==> src/rtl/flood_pkg.sv <==
// Shared widths, state encoding and cursor helper for the flood-it move controller.
package flood_pkg;

    localparam int COLOR_W  = 3;
    localparam int COORD_W  = 5;
    localparam int MAX_SIZE = 26;
    localparam int COUNT_W  = 6;

    typedef enum logic [2:0] {
        IDLE,
        NEW_REQ,
        NEW_RELEASE,
        CHECK,
        SEL_REQ,
        SEL_WAIT,
        SCAN,
        OVER
    } state_t;

    // Cursor step with wrap at the last colour in play; a single-colour game pins it at 0.
    function automatic logic [COLOR_W-1:0] next_cursor(input logic [COLOR_W-1:0] cur,
                                                       input logic [3:0]         color_num);
        logic [3:0] wide;
        wide = {1'b0, cur} + 4'd1;
        if (color_num <= 4'd1 || wide >= color_num) begin
            return '0;
        end
        return wide[COLOR_W-1:0];
    endfunction

endpackage

==> src/rtl/board_scanner.sv <==
// Row-major board coordinate walker: START restarts at (0,0), then one cell per clock.
module board_scanner
    import flood_pkg::*;
(
    input  logic               CLOCK,
    input  logic               RESET,
    input  logic               START,
    input  logic [COORD_W-1:0] SIZE,
    output logic [COORD_W-1:0] ROW,
    output logic [COORD_W-1:0] COL,
    output logic               LAST
);

    logic [COORD_W-1:0] edge_max;

    assign edge_max = SIZE - COORD_W'(1);
    assign LAST     = (ROW == edge_max) && (COL == edge_max);

    // Free-running walk; the controller only looks at it while scanning.
    always_ff @(posedge CLOCK or posedge RESET) begin
        if (RESET) begin
            ROW <= '0;
            COL <= '0;
        end else if (START) begin
            ROW <= '0;
            COL <= '0;
        end else if (COL >= edge_max) begin
            COL <= '0;
            ROW <= (ROW >= edge_max) ? '0 : ROW + COORD_W'(1);
        end else begin
            COL <= COL + COORD_W'(1);
        end
    end

endmodule

==> src/rtl/move_controller.sv <==
// Flood-it move controller: new-game and move handshakes, colour cursor, win scan.
// Define MOVE_LIMIT_EN to lose the game once MAX_MOVES moves fail to flood the board.
module move_controller
    import flood_pkg::*;
#(
    parameter int MAX_MOVES = 25
) (
    input  logic               CLOCK,
    input  logic               RESET,
    input  logic               BTN_NEXT,
    input  logic               BTN_SELECT,
    input  logic               BTN_NEW,
    input  logic [4:0]         SIZE,
    input  logic [3:0]         COLOR_NUM,
    output logic               START_NEW_GAME,
    input  logic               STARTED_GAME,
    output logic [COLOR_W-1:0] COLOR_SELECTED,
    output logic               COLOR_SEL_SIG,
    input  logic               CHANGING_COLOR,
    output logic [COORD_W-1:0] RD_ROW,
    output logic [COORD_W-1:0] RD_COL,
    input  logic [COLOR_W-1:0] RD_DATA,
    output logic [COLOR_W-1:0] CURSOR,
    output logic [COUNT_W-1:0] MOVE_COUNT,
    output logic               GAME_WON,
    output logic               GAME_LOST,
    output logic               BUSY
);

    if (MAX_MOVES < 1 || MAX_MOVES > 63) begin : g_bad_max_moves
        $error("MAX_MOVES must be within 1..63");
    end

    state_t             state, state_next;
    logic               latch_sel, count_inc, set_won, set_lost;
    logic               clear_game, scan_start, take_new;
    logic               new_pending, limit_hit;
    logic [COORD_W-1:0] scan_row, scan_col;
    logic               scan_last;

    board_scanner u_scanner (
        .CLOCK (CLOCK),
        .RESET (RESET),
        .START (scan_start),
        .SIZE  (SIZE),
        .ROW   (scan_row),
        .COL   (scan_col),
        .LAST  (scan_last)
    );

`ifdef MOVE_LIMIT_EN
    logic game_lost;

    assign limit_hit = (MOVE_COUNT >= COUNT_W'(MAX_MOVES));
    assign GAME_LOST = game_lost;

    always_ff @(posedge CLOCK or posedge RESET) begin
        if (RESET) begin
            game_lost <= 1'b0;
        end else if (clear_game) begin
            game_lost <= 1'b0;
        end else if (set_lost) begin
            game_lost <= 1'b1;
        end
    end
`else
    assign limit_hit = 1'b0;
    assign GAME_LOST = 1'b0;
`endif

    assign BUSY           = (state != IDLE) && (state != OVER);
    assign START_NEW_GAME = (state == NEW_REQ);
    assign COLOR_SEL_SIG  = (state == SEL_REQ);
    assign RD_ROW         = (state == SCAN) ? scan_row : '0;
    assign RD_COL         = (state == SCAN) ? scan_col : '0;

    always_ff @(posedge CLOCK or posedge RESET) begin
        if (RESET) begin
            state <= IDLE;
        end else begin
            state <= state_next;
        end
    end

    // A request for a new game always beats a select arriving in the same cycle.
    always_comb begin
        state_next = state;
        latch_sel  = 1'b0;
        count_inc  = 1'b0;
        set_won    = 1'b0;
        set_lost   = 1'b0;
        clear_game = 1'b0;
        scan_start = 1'b0;
        take_new   = 1'b0;
        case (state)
            IDLE: begin
                if (BTN_NEW || new_pending) begin
                    take_new   = 1'b1;
                    state_next = NEW_REQ;
                end else if (BTN_SELECT) begin
                    latch_sel  = 1'b1;
                    state_next = CHECK;
                end
            end
            NEW_REQ: begin
                if (STARTED_GAME) state_next = NEW_RELEASE;
            end
            NEW_RELEASE: begin
                if (!STARTED_GAME) begin
                    clear_game = 1'b1;
                    state_next = IDLE;
                end
            end
            CHECK: begin
                state_next = (RD_DATA == COLOR_SELECTED) ? IDLE : SEL_REQ;
            end
            SEL_REQ: begin
                if (CHANGING_COLOR) begin
                    count_inc  = 1'b1;
                    state_next = SEL_WAIT;
                end
            end
            SEL_WAIT: begin
                if (!CHANGING_COLOR) begin
                    scan_start = 1'b1;
                    state_next = SCAN;
                end
            end
            SCAN: begin
                if (RD_DATA != COLOR_SELECTED) begin
                    set_lost   = limit_hit;
                    state_next = limit_hit ? OVER : IDLE;
                end else if (scan_last) begin
                    set_won    = 1'b1;
                    state_next = OVER;
                end
            end
            OVER: begin
                if (BTN_NEW || new_pending) begin
                    take_new   = 1'b1;
                    state_next = NEW_REQ;
                end
            end
            default: state_next = IDLE;
        endcase
    end

    // A new-game press during a move is remembered until the controller is idle again.
    always_ff @(posedge CLOCK or posedge RESET) begin
        if (RESET) begin
            new_pending <= 1'b0;
        end else if (take_new) begin
            new_pending <= 1'b0;
        end else if (BTN_NEW && BUSY) begin
            new_pending <= 1'b1;
        end
    end

    always_ff @(posedge CLOCK or posedge RESET) begin
        if (RESET) begin
            CURSOR         <= '0;
            COLOR_SELECTED <= '0;
            MOVE_COUNT     <= '0;
            GAME_WON       <= 1'b0;
        end else begin
            if (latch_sel) COLOR_SELECTED <= CURSOR;
            if (clear_game || COLOR_NUM <= 4'd1) begin
                CURSOR <= '0;
            end else if (BTN_NEXT) begin
                CURSOR <= next_cursor(CURSOR, COLOR_NUM);
            end
            if (clear_game) begin
                MOVE_COUNT <= '0;
            end else if (count_inc && MOVE_COUNT != '1) begin
                MOVE_COUNT <= MOVE_COUNT + COUNT_W'(1);
            end
            if (clear_game) begin
                GAME_WON <= 1'b0;
            end else if (set_won) begin
                GAME_WON <= 1'b1;
            end
        end
    end

endmodule
==> config.mk <==
export PLATFORM = sky130hd
export DESIGN_NAME = move_controller
export DESIGN_NICKNAME = d
export VERILOG_FILES = /design/src/rtl/flood_pkg.sv /design/src/rtl/board_scanner.sv /design/src/rtl/move_controller.sv
export SDC_FILE = /design/constraint.sdc
export NUM_CORES = 1
export LEC_CHECK = 0
export CAP_MARGIN = 30
export CORE_ASPECT_RATIO = 2
export CORE_MARGIN = 2
export CORE_UTILIZATION = 45
export DETAILED_ROUTE_END_ITERATION = 10
export PLACE_DENSITY = 0.85
export SETUP_SLACK_MARGIN = 0.05
export SLEW_MARGIN = 15
export SYNTH_ARGS = -nofsm -noshare
export SYNTH_HDL_FRONTEND = slang
export SYNTH_HIERARCHICAL = 1
export SYNTH_SLANG_ARGS = --single-unit
==> constraint.sdc <==
create_clock -name CLOCK -period 3 [get_ports CLOCK]
set_input_delay 0.3 -clock CLOCK [delete_from_list [all_inputs] [get_ports CLOCK]]
set_output_delay 0.3 -clock CLOCK [all_outputs]
set_load 0.1 [all_outputs]
==> results of run 1 <==
-- worst paths after layout --
path / from / endpoint / slack [ns]
max: SIZE[0] / u_scanner/ROW[3]$_DFFE_PP0P_ / 0.32
min: RESET / u_scanner/COL[2]$_DFF_PP0_ / 0.35
max reg2reg: u_scanner/ROW[0]$_DFFE_PP0P_ / u_scanner/ROW[2]$_DFFE_PP0P_ / 0.69
min reg2reg: u_scanner/COL[0]$_DFF_PP0_ / u_scanner/COL[0]$_DFF_PP0_ / 0.50
max in group asynchronous: RESET / state[2]$_DFFE_PP0P_ / 2.11
min in group CLOCK: u_scanner/COL[0]$_DFF_PP0_ / u_scanner/COL[0]$_DFF_PP0_ / 0.50
-- layer usage --
metal | track usage | part of all wire
met1 | 0.220 | 0.38
met2 | 0.380 | 0.56
met3 | 0.0165 | 0.043
met4 | 0.0749 | 0.017
met5 | 0 | 0
-- synth_stat cells, types with 2 or more instances --
| library cell | count | area share |
|---|---|---|
| nand2b_1 | 3 | 0.0092 |
| and3_1 | 4 | 0.012 |
| a21oi_1 | 10 | 0.024 |
| nor3_1 | 5 | 0.012 |
| buf_2 | 2 | 0.0049 |
| mux2i_1 | 5 | 0.024 |
| or2b_1 | 2 | 0.0073 |
| and2_1 | 13 | 0.040 |
| mux2_2 | 5 | 0.027 |
| ha_1 | 15 | 0.092 |
| nand2_1 | 21 | 0.038 |
| nor2b_1 | 4 | 0.012 |
| xor2_1 | 8 | 0.034 |
| a211oi_1 | 2 | 0.0073 |
| nor4b_1 | 2 | 0.0085 |
| nor3b_1 | 4 | 0.015 |
| o31ai_1 | 2 | 0.0073 |
| nor4_1 | 2 | 0.0061 |
| a32o_1 | 2 | 0.0098 |
| maj3_2 | 2 | 0.011 |
| o21ai_0 | 4 | 0.0098 |
| o211ai_1 | 3 | 0.011 |
| or3_1 | 4 | 0.012 |
| clkbuf_1 | 4 | 0.0073 |
| o2bb2ai_1 | 2 | 0.0085 |
| xnor2_1 | 5 | 0.021 |
| o21a_1 | 3 | 0.011 |
| o221ai_1 | 2 | 0.0085 |
| inv_1 | 14 | 0.026 |
| nor2_1 | 17 | 0.031 |
| nand3_1 | 7 | 0.017 |
| dfrtp_1 | 27 | 0.33 |
-- area by class of cell --
type / count / area (sq um)
Fill cell: 390 / 1820
Multi-Input combinational cell: 180 / 1290
Sequential cell: 27 / 676
Timing Repair Buffer: 51 / 430
Tap cell: 54 / 67.6
Inverter: 14 / 52.6
Clock buffer: 3 / 41.3
Clock inverter: 1 / 7.51
-- sequential cells by signal (all words and copies together), names as in the netlist --
| name | count |
|---|---|
| u_scanner/COL | 5 |
| COLOR_SELECTED | 3 |
| new_pending | 1 |
| state | 3 |
| u_scanner/ROW | 5 |
| MOVE_COUNT | 6 |
| GAME_WON | 1 |
| CURSOR | 3 |
-- where the power goes --
part           total (mW)  switching (mW)  internal, mW
Clock               0.207           0.113        0.0941
Combinational        1.79            1.21         0.578
Sequential          0.710           0.214         0.496
Total                2.71            1.54          1.17
-- kinds of logic after synthesis --
group | share of synthesized area
fa+ha+maj | 0.103
mux | 0.0519
flops | 0.330
simple gates | 0.266
compound gates | 0.146
xor+xnor | 0.0556
buf+inv | 0.0470
other cells | 0.00183
-- metrics by stage --
step / cell area, sq um / util / worst slack, ns
2_1_floorplan: 2060 / - / 0.473
3_3_place_gp: 2510 / 0.574 / 0.178
3_5_place_dp: 2510 / 0.574 / 0.0556
4_1_cts: 2560 / 0.585 / 0.354
5_1_grt: 2560 / 0.585 / 0.116
6_report: 2560 / 0.585 / 0.323
-- worst reg2reg max path: stages, from the launching register on --
cell      delay, ns
dfrtp_1        0.39
inv_1          0.09
ha_1           0.31
or3b_2         0.48
a21oi_1        0.19
a211oi_1       0.12
nor3b_1        0.29
nand2_1        0.16
o221ai_1       0.19
==> impl_metrics.env, run 1 <==
export IMPL_dr_pass1_iters=4
export IMPL_vias_per_cell=5.62
export IMPL_tns_ns=0
export IMPL_crit_chain="clkdlybuf4s50_1 > inv_1 > ha_1 > xnor2_1 > ha_1 > a21oi_1 > o21ai_0 > maj3_2 > maj3_2 > o21ai_0 > a32o_1"
export IMPL_wl_per_cell_um=14.7
export IMPL_peakVddDrop_v=0.000633
export IMPL_hp_class="input port to asynchronous set/reset pin"
export IMPL_setup_viol=0
export IMPL_die_x_um=51.7
export IMPL_ctsRootBufferMaster="clkbuf_8"
export IMPL_gp_congestion=0.872
export IMPL_p_per_area_nw_per_um2=1060
export IMPL_dp_cells=326
export IMPL_crit_family="adder cells"
export IMPL_power_leakage_nw=1.23
export IMPL_post_cts_resized=0
export IMPL_diodes=0
export IMPL_critPathSlowestCell="clkdlybuf4s50_1"
export IMPL_cts_made_buffers=3
export IMPL_track_usage=0.200
export IMPL_drt_iter0_drc=50
export IMPL_die_area_sq_um=5140
export IMPL_syn_to_final_growth_pct=25.0
export IMPL_place_hpwl_um=3910
export IMPL_clk_transition_reported_paths_ns=0.09
export IMPL_yosysSeqAreaShare=0.330
export IMPL_cts_tree="yes"
export IMPL_slew_violations=0
export IMPL_outcome="complete, no violations"
export IMPL_finalWirelength_um=4840
export IMPL_ys_types=56
export IMPL_clkLatencyLatePin_ns=0.27
export IMPL_required_ns=3.21
export IMPL_placementRows=34
export IMPL_synth_avg_cell_area_sq_um=8.95
export IMPL_fin_nets=311
export IMPL_ioPinCount=46
export IMPL_cts_buffer_depth=2
export IMPL_cp_data_arrival_time_ns=2.88
export IMPL_tightest_slew_ns=0.962
export IMPL_cts_post_setup_buffers_inserted=0
export IMPL_cts_hold_buffers_added=0
export IMPL_async_flop_share=1.00
export IMPL_syn_inst=229
export IMPL_yosysWarnings=6
export IMPL_final_common_cell="buf_4"
export IMPL_numClockSinks=27
export IMPL_rsz0062_at_grt="false"
export IMPL_core_sq_um=4380
export IMPL_hold_viol_final=0
export IMPL_grt_pass1_wl_um=8070
export IMPL_grt_pass1_vias=1837
export IMPL_critPathCaptureType="flop"
export IMPL_worst_slew_margin_rel=0.357
export IMPL_final_cells=330
export IMPL_syn_nets=263
export IMPL_path_class="input port to flop"
export IMPL_fmax_ghz=0.374
export IMPL_min_period_over_period=0.892
export IMPL_total_power_mw=2.71
export IMPL_startpoint_type="input port"
export IMPL_ant_nets=0
export IMPL_syn_area_sq_um=2050
export IMPL_io_buffer_count=44
export IMPL_slowest_delay_ns=0.50
export IMPL_maxCapViolCount=0
export IMPL_reg2regPathDepth=8
export IMPL_grt_start_max_net_pins=18
export IMPL_cts_htree_levels=1
export IMPL_synth_top_flop_cell="dfrtp_1"
export IMPL_cp_num_cells=11
export IMPL_synth_seq_cells=27
export IMPL_cp_max_fo=5
export IMPL_finClkSkew_ns=0.00343
export IMPL_num_vias=1855
export IMPL_mostFrequentLayoutCells="buf_4, dfrtp_1, nand2_1"
export IMPL_whs_ns=0.347
export IMPL_crit_buf_inv=2
export IMPL_synth_edf_count=0
export IMPL_grt_ovfl_total=0
export IMPL_drc=0
export IMPL_drive_above_1_share=0.185
export IMPL_fp_dieH_um=99.4
export IMPL_start_util=0.468
export IMPL_timing_final_crit_period_ns=2.68
export IMPL_antenna_found_initial=0
No activity file was read; power rests on OpenSTA's default activity.
==> run 2: changes to the inputs <==
Settings changed: RECOVER_POWER set to 25.
==> run 2 against run 1 <==
  * Register-to-register slack about the same
  * Core utilization stayed put
  * Design area is the same
==> impl_metrics.env, run 2 (same netlist as run 1, synthesis figures left out) <==
export IMPL_outcome="complete, no violations"
export IMPL_drc=0
export IMPL_worst_slew_margin_rel=0.357
export IMPL_rsz0062_at_grt="false"
export IMPL_vias_per_cell=5.62
export IMPL_hp_class="input port to asynchronous set/reset pin"
export IMPL_clkLatencyLatePin_ns=0.27
export IMPL_clk_transition_reported_paths_ns=0.09
export IMPL_tns_ns=0
export IMPL_numClockSinks=27
export IMPL_finClkSkew_ns=0.00343
export IMPL_die_x_um=51.7
export IMPL_syn_to_final_growth_pct=25.0
export IMPL_cts_hold_buffers_added=0
export IMPL_num_vias=1855
export IMPL_start_util=0.468
export IMPL_final_common_cell="buf_4"
export IMPL_wl_per_cell_um=14.7
export IMPL_grt_pass1_wl_um=8070
export IMPL_grt_start_max_net_pins=18
export IMPL_cts_htree_levels=1
export IMPL_fin_nets=311
export IMPL_reg_top3="MOVE_COUNT (6), u_scanner/COL (5), u_scanner/ROW (5)"
export IMPL_power_leakage_nw=1.23
export IMPL_gp_congestion=0.872
export IMPL_dp_cells=326
export IMPL_cts_made_buffers=3
export IMPL_required_ns=3.21
export IMPL_antenna_found_initial=0
export IMPL_track_usage=0.200
export IMPL_drive_above_1_share=0.185
export IMPL_grt_pass1_vias=1837
export IMPL_startpoint_type="input port"
export IMPL_top_register="MOVE_COUNT"
export IMPL_cts_post_setup_buffers_inserted=0
export IMPL_fmax_ghz=0.374
export IMPL_diodes=0
export IMPL_cts_buffer_depth=2
export IMPL_hold_viol_final=0
export IMPL_ant_nets=0
export IMPL_design_area_sq_um=2560
export IMPL_ioPinCount=46
export IMPL_path_class="input port to flop"
export IMPL_core_sq_um=4380
export IMPL_timing_final_crit_period_ns=2.68
export IMPL_maxCapViolCount=0
export IMPL_setup_viol=0
export IMPL_wl_met2_um=2730
export IMPL_dr_pass1_iters=4
export IMPL_fp_dieH_um=99.4
export IMPL_cp_data_arrival_time_ns=2.88
export IMPL_fill_cells=390
export IMPL_tightest_slew_ns=0.962
export IMPL_place_hpwl_um=3910
export IMPL_largest_register_ffs=6
export IMPL_cp_max_fo=5
export IMPL_critPathCaptureType="flop"
export IMPL_placementRows=34
export IMPL_ctsRootBufferMaster="clkbuf_8"
export IMPL_whs_ns=0.478
export IMPL_slew_violations=0
export IMPL_cts_tree="yes"
export IMPL_peakVddDrop_v=0.000633
export IMPL_min_period_over_period=0.892
export IMPL_dpl_cell_area_sq_um=2510
export IMPL_post_cts_resized=0
export IMPL_maxUsedRoutingLayer="met4"
export IMPL_p_per_area_nw_per_um2=1060
export IMPL_grt_ovfl_total=0
export IMPL_io_buffer_count=44
export IMPL_die_area_sq_um=5140
export IMPL_drt_iter0_drc=50
export IMPL_mostFrequentLayoutCells="buf_4, dfrtp_1, nand2_1"
export IMPL_wl_met3_um=207
export IMPL_finalWirelength_um=4840
export IMPL_final_cells=330
export IMPL_wl_met1_um=1820
-- run 2: worst paths after layout --
| path | from | end | slack [ns] | cells after the start |
|---|---|---|---|---|
| max | SIZE[0] | u_scanner/ROW[3]$_DFFE_PP0P_ | 0.32 | 11 |
| min reg2reg | u_scanner/COL[0]$_DFF_PP0_ | u_scanner/COL[0]$_DFF_PP0_ | 0.50 | 1 |
| max reg2reg | u_scanner/ROW[0]$_DFFE_PP0P_ | u_scanner/ROW[2]$_DFFE_PP0P_ | 0.69 | 8 |
| min in group CLOCK | u_scanner/COL[0]$_DFF_PP0_ | u_scanner/COL[0]$_DFF_PP0_ | 0.50 | 1 |
| max in group asynchronous | RESET | state[2]$_DFFE_PP0P_ | 1.98 | 2 |
| min | RESET | u_scanner/COL[2]$_DFF_PP0_ | 0.48 | 2 |
-- run 2: routing by layer --
metal	vias up	global-route usage
li1	908	-
met1	881	0.220
met2	56	0.380
met3	10	0.0165
met4	0	0.0749
met5	-	0
-- run 2: metrics by stage --
step	power, mW	utilization	setup WS [ns]
6_report	2.71	0.585	0.323
3_5_place_dp	2.50	0.574	0.0556
4_1_cts	2.71	0.585	0.354
2_1_floorplan	2.09	-	0.473
3_3_place_gp	2.46	0.574	0.178
5_1_grt	2.88	0.585	0.116
-- run 2: power by group --
part / switching [mW] / internal [mW]
clock: 0.113 / 0.0941
combinational: 1.21 / 0.578
sequential: 0.214 / 0.496
-- run 2: area by class of cell --
type	count	area (sq um)	share of cell area
Timing Repair Buffer	51	430	0.168
Multi-Input combinational cell	180	1290	0.502
Sequential cell	27	676	0.264
Clock inverter	1	7.51	0.00293
Tap cell	54	67.6	0.0264
Clock buffer	3	41.3	0.0161
Inverter	14	52.6	0.0205
-- run 2: critical path, stage by stage --
cell	delay (ns)
clkdlybuf4s50_1	0.50
inv_1	0.09
ha_1	0.22
xnor2_1	0.23
ha_1	0.31
a21oi_1	0.15
o21ai_0	0.12
maj3_2	0.33
maj3_2	0.35
o21ai_0	0.09
a32o_1	0.19
==> RTL change 1 (config.mk and constraints of run 2) <==
Register the input `COLOR_NUM` before use. The logic sees it one clock later. The other inputs are not delayed to match.
--- a/src/rtl/move_controller.sv
+++ b/src/rtl/move_controller.sv
@@ -28,2 +28,8 @@
 );
+
+    logic [3:0] COLOR_NUM_q;
+
+    always_ff @(posedge CLOCK) begin
+        COLOR_NUM_q <= COLOR_NUM;
+    end
 
@@ -166,6 +172,6 @@
             if (latch_sel) COLOR_SELECTED <= CURSOR;
-            if (clear_game || COLOR_NUM <= 4'd1) begin
+            if (clear_game || COLOR_NUM_q <= 4'd1) begin
                 CURSOR <= '0;
             end else if (BTN_NEXT) begin
-                CURSOR <= next_cursor(CURSOR, COLOR_NUM);
+                CURSOR <= next_cursor(CURSOR, COLOR_NUM_q);
             end
Formal check against the unedited RTL: not equivalent (Yosys sat finds a counterexample within 4 cycles, from zero or initial values and one cycle with RESET high).
==> RTL change 1 against run 2 <==
  * Sequential cell count rose by 4
  * Via count rose by 3.0%
  * Register-to-register slack got worse by 100 ps
  * Synthesized area rose by 2.6%
  * Non-clock buffer count did not move
  * Cell area rose by 3.9%
  * Worst setup slack got worse by 72 ps
  * First-iteration DRC count fell by 10%
  * Critical endpoint is now u_scanner/COL[1]$_DFF_PP0_
  * Total power rose by 7.5%
  * Core utilization barely moved
  * Routed wire length rose by 5.5%
  * Sequential share of layout area rose by 2.0 points
  * Largest cell class unchanged
==> RTL change 1: results (changes against run 2) <==
[status]
status = finished, final reports clean  ; unchanged

[clock_network]
cts_max_level = 2  ; was 1
ctsRootBufferMaster = clkbuf_8  ; unchanged
cts_made_buffers = 5  ; was 3
clock_path_buffers = 2  ; unchanged
clk_pin_slew_ps = 60  ; was 90 ps

[detailed_routing]
drt-initial-drc-count = 45  ; was 50
wl_um = 5110  ; was 4840 µm
route.top_layer_used = met4  ; unchanged
wl_met3_um = 211  ; was 207 µm
drt-met1-wl_um = 1810  ; was 1820 µm
dr_total_vias = 1911  ; was 1,855
drtPass1Iterations = 4  ; unchanged
wl_met2_um = 2960  ; was 2730 µm

[worst_setup_path]
ff2ff_setup_slack_ps = 590  ; was 690 ps
crit_arrival_ps = 2970  ; was 2880 ps
crit_end = u_scanner/COL[1]$_DFF_PP0_  ; was u_scanner/ROW[3]$_DFFE_PP0P_
r2r-start = u_scanner/ROW[0]$_DFFE_PP0P_  ; unchanged
slowest_delay_ps = 500  ; about the same
worstReg2RegEnd = u_scanner/ROW[2]$_DFFE_PP0P_  ; unchanged
critPathLaunch = SIZE[0]  ; unchanged

[power_and_ir_drop]
peakVddDrop_mv = 0.708  ; was 0.633 mV
leakage_nw = 1.28  ; was 1.23 nW

[synth]
ys_async_sr_fraction = 0.871  ; was 1.00
ys.warnings.count = 6  ; unchanged
synth.distinct_cells = 55  ; was 56
postSynthNetCount = 265  ; was 263
synthTopCellsByArea = dfrtp_1 32%, ha_1 8.9%, and3_1 3.9%  ; was dfrtp_1 33%, ha_1 9.2%, and2_1 4.0%
synth_seq_area_share = 0.359  ; was 0.330
yosys-top-cells-count = 27 x dfrtp_1, 20 x nand2_1, 15 x ha_1, 15 x nor2_1, 14 x inv_1  ; was 27 x dfrtp_1, 21 x nand2_1, 17 x nor2_1
netlist.area_leader.share = 0.321  ; was 0.330

[timing]
setup_ws_ps = 251  ; was 323 ps
tns_ps = 0  ; unchanged
finClkSkew_ps = 6.84  ; was 3.43 ps
slew_headroom = 0.464  ; was 0.357

[place]
place_ws_ps = 31.0  ; was 55.6 ps
gp_congestion = 0.866  ; was 0.872
dpl.hpwl_um = 4030  ; was 3910 µm

[layout]
nNetsFinal = 316  ; was 311
num_antenna_cells = 0  ; unchanged
biggestRegsByFlops = MOVE_COUNT: 6 flops, u_scanner/COL: 5 flops, u_scanner/ROW: 5 flops  ; unchanged
layout-drive-gt1-share = 0.201  ; was 0.185

[worst_hold_path]
hold_path_class = in2async  ; unchanged

[grt]
grtUsageTotal = 0.207  ; was 0.200
grt_max_degree = 31  ; was 18
grt_pass1_wl_um = 8090  ; was 8070 µm
grt_pass1_vias = 1880  ; was 1,837

==> RTL change 1: per-layer routing <==
layer,global-route usage,up-vias
met4,0.103,0
met2,0.396,64
met5,0,-
met1,0.199,901
met3,0.0326,10
li1,-,936
==> RTL change 1: power by group <==
group          internal [mW]  leakage [nW]  switching [mW]
Clock                  0.185        0.0482           0.148
Combinational          0.561         0.848            1.19
Sequential             0.563         0.380           0.264
==> RTL change 1: critical path: cells and delay by family <==
| kind | cells | cell delay [ps] |
|---|---|---|
| AOI/OAI and AO/OA | 2 | 280 |
| adders and majority gates | 4 | 1230 |
| buffers and inverters | 2 | 590 |
| and+or+nand+nor | 2 | 340 |
| xor gates and xnor gates | 1 | 240 |
==> RTL change 1: kinds of logic (layout without fill, tap and decap cells) <==
kind of cell               count (synthesis)  count (layout)  share of synthesized area
AOI/OAI and AO/OA                         46              46                      0.154
xor gates and xnor gates                  11              11                     0.0458
adders and majority gates                 17              17                     0.0999
buffers and inverters                     21              73                     0.0410
DFF                                       31              31                      0.359
muxes                                      7               7                     0.0357
other                                      1               1                    0.00178
and+or+nand+nor                           97              97                      0.262
==> RTL change 1: area by class of cell <==
type,count,area (µm²)
inverters,14,52.6
repair buffers,51,428
well taps,55,68.8
fillers,427,1890
flip-flops and latches,31,756
clock buffers,7,86.3
multi-input cells,179,1270
clock inverters,1,5.00
==> RTL change 1: worst min-delay path by stage <==
stage	startpoint	to	slack, ps
CTS	RESET	u_scanner/ROW[2]$_DFFE_PP0P_	330
floorplan	RESET	u_scanner/COL[0]$_DFF_PP0_	140
detailed placement	u_scanner/COL[0]$_DFF_PP0_	u_scanner/COL[0]$_DFF_PP0_	490
global placement	u_scanner/COL[0]$_DFF_PP0_	u_scanner/COL[0]$_DFF_PP0_	480
finish	RESET	u_scanner/ROW[2]$_DFFE_PP0P_	460
global route	RESET	u_scanner/ROW[2]$_DFFE_PP0P_	500
==> RTL change 1: per-stage QoR <==
stage | instance area (µm²) | instances | hold slack [ps]
5_1_grt | 2660 | 338 | 504
3_5_place_dp | 2570 | 330 | 485
3_3_place_gp | 2570 | 330 | 479
2_1_floorplan | 2110 | 231 | 140
4_1_cts | 2660 | 338 | 333
6_report | 2660 | 338 | 458
==> RTL change 2 (settings of run 2) <==
Without the edit above. Build with the macro `MOVE_LIMIT_EN` defined.
--- a/src/rtl/move_controller.sv
+++ b/src/rtl/move_controller.sv
@@ -2,2 +2,4 @@
 // Define MOVE_LIMIT_EN to lose the game once MAX_MOVES moves fail to flood the board.
+`define MOVE_LIMIT_EN
+
 module move_controller
Function: no difference found for any inputs over 10 cycles, from zero or initial values and one cycle with RESET high; that may be too few to reach the edited logic, so the function may still have changed.
==> RTL change 2 against run 2 <==
  * Maximum frequency up 1.5%
  * Cell area is 5.9% higher
  * Total power rose by 1.2%
  * Sequential cell count up 1
  * Synthesized area is 6.7% higher
  * Combinational power fell by 7%
  * Non-clock buffer count decreased by 1
  * Hold slack got worse by 28 ps
  * Worst setup slack better by 38 ps
  * Via count increased by 7.8%
  * Routed wire length increased by 12%
  * Critical endpoint is now state[0]$_DFFE_PP0P_
==> RTL change 2: results (changes against run 2) <==
[grt]
grt_pass1_wl_um = 9210  ; was 8070 µm
grt_pass1_vias = 2075  ; was 1,837
grtUsageTotal = 0.226  ; was 0.200
grt_overflow_total = 0  ; unchanged
grt_max_degree = 20  ; was 18
antenna_found_initial = 0  ; unchanged

[worst_setup_path]
ff2ff_setup_slack_ps = 700
cp_max_fo = 3  ; was 5
r2r_cells = 8  ; unchanged
slowest_delay_ps = 440  ; was 500 ps
worst_path_max_delay_cell = clkdlybuf4s50_1  ; unchanged
r2r-start = u_scanner/ROW[0]$_DFFE_PP0P_  ; unchanged
worstReg2RegEnd = u_scanner/ROW[2]$_DFFE_PP0P_  ; unchanged
crit_arrival_ps = 2850  ; was 2880 ps
crit_family = buffers and inverters  ; was adder cells

[synth]
yosys-top-cells-count = 28 x dfrtp_1, 21 x nand2_1, 18 x nor2_1  ; was 27 x dfrtp_1, 21 x nand2_1, 17 x nor2_1
synth_seq_area_share = 0.320  ; was 0.330
postSynthNetCount = 279  ; was 263
synth.distinct_cells = 56  ; unchanged
ys_async_sr_fraction = 1.00  ; unchanged
ys.warnings.count = 6  ; unchanged
synthTopCellsByArea = dfrtp_1 32%, ha_1 9.7%, xor2_1 4.0%  ; was dfrtp_1 33%, ha_1 9.2%, and2_1 4.0%

[clock_network]
ctsRootBufferMaster = clkbuf_8  ; unchanged
cts_made_buffers = 3  ; unchanged
post_cts_buffers = 0  ; unchanged
clock_path_buffers = 2  ; unchanged
insertion_delay_ps = 280
cts_max_level = 1  ; unchanged
clk_pin_slew_ps = 100

[detailed_routing]
drtPass1Iterations = 4  ; unchanged
drt-initial-drc-count = 35  ; was 50
drt-vias-per-instance = 5.80  ; was 5.62
wire_per_inst_um = 15.7  ; was 14.7 µm

[layout]
num_antenna_cells = 0  ; unchanged
nNetsFinal = 327  ; was 311
biggestRegsByFlops = MOVE_COUNT: 6 flops, u_scanner/COL: 5 flops, u_scanner/ROW: 5 flops  ; unchanged
layout-drive-gt1-share = 0.197  ; was 0.185

[timing]
finClkSkew_ps = 3.23  ; was 3.43 ps
hold_viol = 0  ; unchanged
worstMarginPinSlew_ps = 715  ; was 962 ps
worst_hold_slack_ps = 449  ; was 478 ps

[power_and_ir_drop]
leakage_nw = 1.27  ; was 1.23 nW
peakVddDrop_mv = 0.867  ; was 0.633 mV
p_int_mw = 1.25  ; was 1.17 mW

[worst_hold_path]
hold_path_class = in2async  ; unchanged

[place]
port-buffer-count = 45  ; was 44
dpl.hpwl_um = 4240  ; was 3910 µm
gp_congestion = 0.861  ; was 0.872
placed_area_um2 = 2640  ; was 2510 µm²

[flow_run]
cap_viol_max_count = 0  ; unchanged

[status]
status = finished, final reports clean  ; unchanged

[RTL change 2: worst reg2reg max path, delay by kind of cell, from the launching register on]
family | cells | cell delay [ps]
AOI/OAI and AO/OA | 3 | 520
adders and majority gates | 1 | 300
buffers and inverters | 1 | 100
DFF | 1 | 420
and+or+nand+nor | 3 | 890
[RTL change 2: timing repair]
action | 4_1_cts | 5_1_grt
endpoints found under the hold margin | 0 | 0
endpoints found under the setup margin | 0 | 1
resized for setup | 0 | 1
[RTL change 2: through the flow]
| step | worst slack (ps) | instances |
|---|---|---|
| final | 361 | 345 |
| after global routing | 227 | 345 |
| after CTS | 379 | 345 |
| after detailed placement | 83.4 | 341 |
| after global placement | 200 | 341 |
| after floorplan | 609 | 243 |
[RTL change 2: layer usage]
metal | routed length, µm | GRT usage
met1 | 1920 | 0.218
met2 | 2850 | 0.401
met5 | 0 | 0
met4 | 377 | 0.178
met3 | 273 | 0.0377
[RTL change 2: cells by family (layout without fill, tap and decap cells)]
logic type,count (synthesis),after routing,share of synthesized area
AND/OR/NAND/NOR,100,100,0.274
AO/OA/AOI/OAI,51,51,0.160
flip-flops,28,28,0.320
buffers and inverters,24,71,0.0492
adder cells (fa/ha/maj),19,19,0.108
XOR/XNOR,16,16,0.0641
multiplexers,5,5,0.0246
[RTL change 2: how the worst max path moves through the flow]
stage / from / to / slack (ps) / cells past startpoint
detailed placement: SIZE[0] / u_scanner/ROW[1]$_DFFE_PP0P_ / 80 / 11
floorplan: state[2]$_DFFE_PP0P_ / BUSY / 610 / 4
global placement: SIZE[0] / u_scanner/ROW[4]$_DFFE_PP0P_ / 200 / 10
finish: SIZE[0] / state[0]$_DFFE_PP0P_ / 360 / 12
global route: SIZE[0] / state[0]$_DFFE_PP0P_ / 230 / 11
CTS: SIZE[0] / u_scanner/ROW[1]$_DFFE_PP0P_ / 380 / 11
[RTL change 2: final cells by class]
| cell class | count | area, µm² |
|---|---|---|
| timing repair buffer | 50 | 420 |
| clock buffer | 3 | 41.3 |
| fill | 411 | 1930 |
| inverter | 17 | 63.8 |
| multi-input combinational | 191 | 1390 |
| sequential | 28 | 701 |
| clock inverter | 1 | 30.0 |
| tap | 55 | 68.8 |
[RTL change 2: power groups by stage]
| stage | clock network (mW) | logic, mW | registers, mW |
|---|---|---|---|
| 6_report | 0.304 | 1.66 | 0.774 |
| 5_1_grt | 0.325 | 1.79 | 0.807 |
| 4_1_cts | 0.309 | 1.66 | 0.771 |
| 3_5_place_dp | 0 | 1.65 | 0.775 |
| 3_3_place_gp | 0 | 1.62 | 0.772 |
| 2_1_floorplan | 0 | 1.07 | 0.976 |
